### src/rtl/im_loader_if.sv
// Load-stream and instruction-memory bus for im_loader.
//
// Handshake: in_data and in_valid come from the stream source. in_ready comes
// from the loader. A byte moves on a rising clk edge only when in_valid and
// in_ready are both high. A source holding in_valid high must keep in_data
// stable until that edge. Deasserting in_valid stalls the loader with all of
// its state held.
//
// dbg_state exposes the loader FSM state: 0 IDLE, 1 CNT_HI, 2 CNT_LO, 3 DATA,
// 4 WRITE, 5 CHK, 6 DONE, 7 ERR.
interface im_loader_if #(
    parameter int AW = 5
);
    logic [7:0]    in_data;
    logic          in_valid;
    logic          in_ready;
    logic          im_we;
    logic [AW-1:0] im_addr;
    logic [31:0]   im_wdata;
    logic          busy;
    logic          done;
    logic          err;
    logic [2:0]    dbg_state;

    // Loader side.
    modport master (
        input  in_data, in_valid,
        output in_ready, im_we, im_addr, im_wdata, busy, done, err, dbg_state
    );

    // Stream source / memory / CPU side.
    modport slave (
        output in_data, in_valid,
        input  in_ready, im_we, im_addr, im_wdata, busy, done, err, dbg_state
    );
endinterface

### src/rtl/im_loader.sv
// Instruction-memory loader.
//
// Frame format: 0xA5, count high byte, count low byte, count words of four
// bytes each (MSB first), then one checksum byte. The checksum is the XOR of
// the payload bytes only. Each word is written in a one-cycle WRITE state.
// A checksum mismatch ends in ERR. A count larger than NMEM also ends in ERR.
// Words already written are kept in both cases.
module im_loader #(
    parameter int NMEM = 20,
    parameter int AW   = 5
) (
    input  logic        clk,
    input  logic        rst_n,
    im_loader_if.master bus
);

    typedef enum logic [2:0] {
        S_IDLE   = 3'd0,
        S_CNT_HI = 3'd1,
        S_CNT_LO = 3'd2,
        S_DATA   = 3'd3,
        S_WRITE  = 3'd4,
        S_CHK    = 3'd5,
        S_DONE   = 3'd6,
        S_ERR    = 3'd7
    } state_t;

    localparam logic [31:0] NMEM_U = 32'(NMEM);

    state_t        r_state;
    state_t        w_state_nxt;
    logic          r_run;      // low during reset and for the first cycle after it
    logic [15:0]   r_cnt;
    logic [31:0]   r_asm;
    logic [7:0]    r_chk;
    logic [AW-1:0] r_addr;
    logic [1:0]    r_bidx;     // byte position within the current word

    logic          w_in_ready;
    logic          w_acc;
    logic [15:0]   w_count;
    logic          w_last_word;
    logic          w_im_we;
    logic          w_busy;
    logic          w_done;
    logic          w_err;

    assign w_acc       = bus.in_valid && w_in_ready;
    assign w_count     = {r_cnt[15:8], bus.in_data};
    assign w_last_word = (32'(r_addr) + 32'd1) == {16'd0, r_cnt};

    // State register.
    always_ff @(posedge clk or negedge rst_n) begin
        if (!rst_n) begin
            r_state <= S_IDLE;
        end else begin
            r_state <= w_state_nxt;
        end
    end

    // Next-state decode. A header byte only resynchronises in IDLE, DONE and ERR.
    always_comb begin
        w_state_nxt = r_state;
        case (r_state)
            S_IDLE, S_DONE, S_ERR: begin
                if (w_acc && bus.in_data == 8'hA5) w_state_nxt = S_CNT_HI;
            end
            S_CNT_HI: begin
                if (w_acc) w_state_nxt = S_CNT_LO;
            end
            S_CNT_LO: begin
                if (w_acc) begin
                    if (w_count == 16'd0)             w_state_nxt = S_CHK;
                    else if (32'(w_count) > NMEM_U)   w_state_nxt = S_ERR;
                    else                              w_state_nxt = S_DATA;
                end
            end
            S_DATA: begin
                if (w_acc && r_bidx == 2'd3) w_state_nxt = S_WRITE;
            end
            S_WRITE: begin
                w_state_nxt = w_last_word ? S_CHK : S_DATA;
            end
            S_CHK: begin
                if (w_acc) w_state_nxt = (bus.in_data == r_chk) ? S_DONE : S_ERR;
            end
            default: w_state_nxt = S_IDLE;
        endcase
    end

    // Output decode. r_run keeps in_ready low until the first edge after reset.
    always_comb begin
        w_in_ready = 1'b0;
        w_im_we    = 1'b0;
        w_busy     = 1'b0;
        w_done     = 1'b0;
        w_err      = 1'b0;
        w_in_ready = r_run && (r_state != S_WRITE);
        w_im_we    = (r_state == S_WRITE);
        w_busy     = (r_state == S_CNT_HI) || (r_state == S_CNT_LO) ||
                     (r_state == S_DATA)   || (r_state == S_WRITE)  ||
                     (r_state == S_CHK);
        w_done     = (r_state == S_DONE);
        w_err      = (r_state == S_ERR);
    end

    // Datapath: count capture, word assembly, checksum and write address.
    always_ff @(posedge clk or negedge rst_n) begin
        if (!rst_n) begin
            r_run  <= 1'b0;
            r_cnt  <= 16'd0;
            r_asm  <= 32'd0;
            r_chk  <= 8'd0;
            r_addr <= '0;
            r_bidx <= 2'd0;
        end else begin
            r_run <= 1'b1;
            case (r_state)
                S_CNT_HI: begin
                    if (w_acc) r_cnt[15:8] <= bus.in_data;
                end
                S_CNT_LO: begin
                    // Leaving CNT_LO starts a fresh payload at word 0.
                    if (w_acc) begin
                        r_cnt[7:0] <= bus.in_data;
                        r_addr     <= '0;
                        r_chk      <= 8'd0;
                        r_bidx     <= 2'd0;
                    end
                end
                S_DATA: begin
                    if (w_acc) begin
                        r_asm  <= {r_asm[23:0], bus.in_data};
                        r_chk  <= r_chk ^ bus.in_data;
                        r_bidx <= r_bidx + 2'd1;
                    end
                end
                S_WRITE: begin
                    r_addr <= r_addr + AW'(1);
                end
                default: ;
            endcase
        end
    end

    assign bus.in_ready  = w_in_ready;
    assign bus.im_we     = w_im_we;
    assign bus.im_addr   = r_addr;
    assign bus.im_wdata  = r_asm;
    assign bus.busy      = w_busy;
    assign bus.done      = w_done;
    assign bus.err       = w_err;
    assign bus.dbg_state = r_state;

endmodule

### src/flat_wrapper.sv
// flat-port wrapper written by rule: the top's interface ports become plain ports
module im_loader_flat 
#(
    parameter int NMEM = 20,
    parameter int AW   = 5
)
  (clk, rst_n, bus_in_data, bus_in_valid, bus_in_ready, bus_im_we, bus_im_addr, bus_im_wdata, bus_busy, bus_done, bus_err, bus_dbg_state);
  im_loader_if #(.AW(AW)) bus_i ();
  input  logic clk;
  input  logic rst_n;
  input wire logic [$bits(bus_i.in_data)-1:0] bus_in_data;
  input wire logic [$bits(bus_i.in_valid)-1:0] bus_in_valid;
  output wire logic [$bits(bus_i.in_ready)-1:0] bus_in_ready;
  output wire logic [$bits(bus_i.im_we)-1:0] bus_im_we;
  output wire logic [$bits(bus_i.im_addr)-1:0] bus_im_addr;
  output wire logic [$bits(bus_i.im_wdata)-1:0] bus_im_wdata;
  output wire logic [$bits(bus_i.busy)-1:0] bus_busy;
  output wire logic [$bits(bus_i.done)-1:0] bus_done;
  output wire logic [$bits(bus_i.err)-1:0] bus_err;
  output wire logic [$bits(bus_i.dbg_state)-1:0] bus_dbg_state;
  assign bus_i.in_data = bus_in_data;
  assign bus_i.in_valid = bus_in_valid;
  assign bus_in_ready = bus_i.in_ready;
  assign bus_im_we = bus_i.im_we;
  assign bus_im_addr = bus_i.im_addr;
  assign bus_im_wdata = bus_i.im_wdata;
  assign bus_busy = bus_i.busy;
  assign bus_done = bus_i.done;
  assign bus_err = bus_i.err;
  assign bus_dbg_state = bus_i.dbg_state;
  im_loader #(.NMEM(NMEM), .AW(AW)) u_core (.clk(clk), .rst_n(rst_n), .bus(bus_i));
endmodule
### config.mk
export PLATFORM = sky130hd
export DESIGN_NAME = im_loader_flat
export DESIGN_NICKNAME = d
export VERILOG_FILES = /design/src/rtl/im_loader_if.sv /design/src/rtl/im_loader.sv /design/src/flat_wrapper.sv
export SDC_FILE = /design/constraint.sdc
export NUM_CORES = 1
export LEC_CHECK = 0
export CAP_MARGIN = 10
export CORE_AREA = 3 3 82 84
export DETAILED_ROUTE_END_ITERATION = 8
export DIE_AREA = 0 0 85 87
export GPL_ROUTABILITY_DRIVEN = 0
export PLACE_DENSITY = 0.78
export SYNTH_ARGS = -nofsm -noshare
export SYNTH_HDL_FRONTEND = slang
export SYNTH_SLANG_ARGS = --single-unit
### constraint.sdc
create_clock -name clk -period 1.98 [get_ports clk]
set_input_delay 0.396 -clock clk [delete_from_list [all_inputs] [get_ports clk]]
set_output_delay 0.396 -clock clk [all_outputs]
set_load 0.02 [all_outputs]
==> summary.txt <==
Endpoints failing hold -> 0
Clk pin slew, worst setup/hold paths -> 0.08 ns
Final Max Tran Viols -> 0
Pin count of the biggest net entering global routing -> 38
Die Width -> 85 um
Worst r2r path cells -> 6
Vias -> 2392
Bufs on Longest Clock Path -> 2
Top-area cell type share of the netlist area -> 53.5%
Share of post-route cells with drive strength above 1 -> 29.6%
DRC viols -> 0
DRT iter0 DRCs -> 196
First drt pass iteration count -> 4
Nets@finish -> 369
Worst Tran Pin Value -> 0.658 ns
Mapped Area -> 0.00313 mm2
# port buffers -> 55
Hold Slack -> 0.0709 ns
Drt total wl -> 7160 um
Setup TNS -> 0 ns
Clk sinks -> 67
Synth Warn # -> 0
Worst path max stage delay -> 0.41 ns
Hpwl dp -> 5200 um
Slew headroom -> 56.2%
Most common cell after layout, fill and taps aside -> dfrtp_1
Multi-input logic area -> 0.00137 mm2
Post-synth EDFFs -> 0
Fin crit period -> 1.90 ns
Row cnt -> 28
DP Area -> 0.00398 mm2
TritonCTS Buffers -> 9
Clock Latency Late Sink -> 0.34 ns
Max H-tree Level -> 3
Tcrit/Tclk final -> 96.1%
Cells after DPL -> 420
Die area -> 0.00740 mm2
Worst vdd ir -> 0.000749 V
Avg WL per Cell -> 16.4 um
Fin area -> 0.00419 mm2
Leak -> 1.92 nW
F_max -> 525 MHz
Area Growth Syn to Fin -> 33.7%
Initial core utilization -> 52.3%
Cell family with most CP delay -> compound AO/OA/AOI/OAI gates
Detail Route Antenna Nets -> 0
Avg Vias per Cell -> 5.49
Top FF cell, synth -> dfrtp_1
Initial antenna violation count -> 0
Synth async-reset ratio -> 100%
I/O pin count -> 56
Reg area -> 0.00168 mm2
Tot GR Track Use -> 21.0%
Synth area leader -> dfrtp_1
Slowest-stage cell, CP -> dfrtp_1
Status -> finished clean
Antenna cells -> 0
CP Capture Type -> flop
Setup repair bufs after CTS -> 0
Cells after Synth -> 269
CP required -> 2.23 ns
Seq/Total Area, Yosys -> 53.5%
Commonest cells after routing, fill and taps aside -> dfrtp_1, clkdlybuf4s50_1, mux2_2
Root Buffer -> clkbuf_8
First-pass GRT wire length -> 12200 um
RSZ-0062 raised after global routing -> yes
Max-cap viol count -> 0
Critical path buffers and inverters -> 0
Die height -> 87 um
Mean Syn Cell Area -> 11.6 um2
Hold-fix buffers, CTS -> 0
Reg2reg end -> u_core.bus.dbg_state[2]
Total power -> 0.00527 W
Remaining global-route overflow -> 0
Critical path type -> reg2reg
# fillers -> 424
PwrDens -> 1260 mW/mm2
Endpoints failing setup -> 0
Syn Nets -> 282
Vias in the first global route -> 2430
Top cells by area, synth -> dfrtp_1, mux2_2, o21ai_0, nand2_1, xnor2_1
Seq cells post-synth -> 67
Post-route insts no fill -> 436
Reg2reg start -> u_core.bus.im_addr[1]
HP Class -> in2async
FF-to-FF setup slack -> 0.08 ns
Kind of start point of the critical path -> flop
CTS tree -> built
Core Area -> 0.00599 mm2
Max FO, Critical Path -> 4
CP Cell Sequence -> ha_1, xor2_1, nor4_4, o2111ai_2, o41a_1, o31ai_1
Worst Clk Skew -> 0.00713 ns
Yosys cell types -> 44
Worst EP arrival -> 2.15 ns
==> sequential cells by signal, summed over array words and instances (netlist names) <==
register / count
u_core.r_cnt: 16
u_core.bus.dbg_state: 3
u_core.bus.im_addr: 5
u_core.r_chk: 8
u_core.r_bidx: 2
u_core.bus.im_wdata: 32
u_core.r_run: 1
==> synthesized netlist by cell type (5+ instances only) <==
cell type  count
a21oi_1        9
xor2_1         5
or3_1          5
nand2b_1       6
nor2_1         7
mux2_2        46
dfrtp_1       67
inv_1         10
xnor2_1        7
o21ai_0       20
nor3_1        11
nand2_1       19
clkbuf_1       8
==> metrics by stage <==
stage                     util [%]  setup slack [ns]
after floorplan                  -             0.124
after global placement        66.4            -0.193
after detailed placement      66.4            -0.192
after CTS                     69.9            0.0187
after global routing          69.9           -0.0392
final                         69.9            0.0766
==> timing repair <==
item,in CTS,in global routing
pin swaps,0,1
gates resized for setup,9,5
hold endpoints to repair,0,0
endpoints found under the setup margin,5,5
==> cell families (layout without fill, tap and decap cells) <==
logic type,Yosys count,count (layout),synth area share (%)
xor+xnor,12,12,3.35
other cells,1,1,0.120
simple gates,70,70,12.7
compound gates,47,47,9.50
fa+ha+maj,2,2,0.799
buf+inv,23,115,3.11
flops,67,67,53.5
mux,47,47,16.9
==> worst max-delay path by stage <==
stage | startpoint | end | slack (ns) | cells past startpoint
final | u_core.bus.im_addr[1] | u_core.bus.dbg_state[2] | 0.08 | 6
after global routing | u_core.bus.im_addr[1] | u_core.bus.dbg_state[2] | -0.04 | 6
after CTS | u_core.bus.dbg_state[0] | bus_busy | 0.02 | 4
after detailed placement | bus_in_data[1] | u_core.bus.dbg_state[2] | -0.19 | 7
after global placement | bus_in_data[1] | u_core.bus.dbg_state[2] | -0.19 | 7
after floorplan | u_core.bus.im_addr[0] | u_core.bus.dbg_state[2] | 0.12 | 6
==> routing by layer <==
| layer | up-vias | routed length [um] | track usage [%] |
|---|---|---|---|
| met5 | - | 0 | 0 |
| met3 | 13 | 331 | 4.82 |
| li1 | 1143 | - | - |
| met2 | 61 | 3560 | 34.7 |
| met4 | 0 | 169 | 9.21 |
| met1 | 1175 | 3090 | 26.6 |
==> worst reg2reg max path: stages (launching register included) <==
cell and delay [ns]:
dfrtp_1 0.41, ha_1 0.32, xor2_1 0.19, nor4_4 0.19, o2111ai_2 0.16, o41a_1 0.35
o31ai_1 0.19
==> area by class of cell <==
type                    count  area share, %
multi-input cells         179           32.7
inverters                  10          0.896
flip-flops and latches     67           40.0
clock inverters             5           1.49
repair buffers             89           19.3
clock buffers              11           3.37
well taps                  75           2.24
==> where the power goes <==
group	internal [W]	leakage, nW	total (W)	switching, W
logic	0.00104	0.981	0.00209	0.00105
registers	0.00172	0.844	0.00202	0.000301
clock network	0.000620	0.0957	0.00116	0.000535
total	0.00339	1.92	0.00527	0.00188
Note: power is estimated with default switching activity, not from simulation.
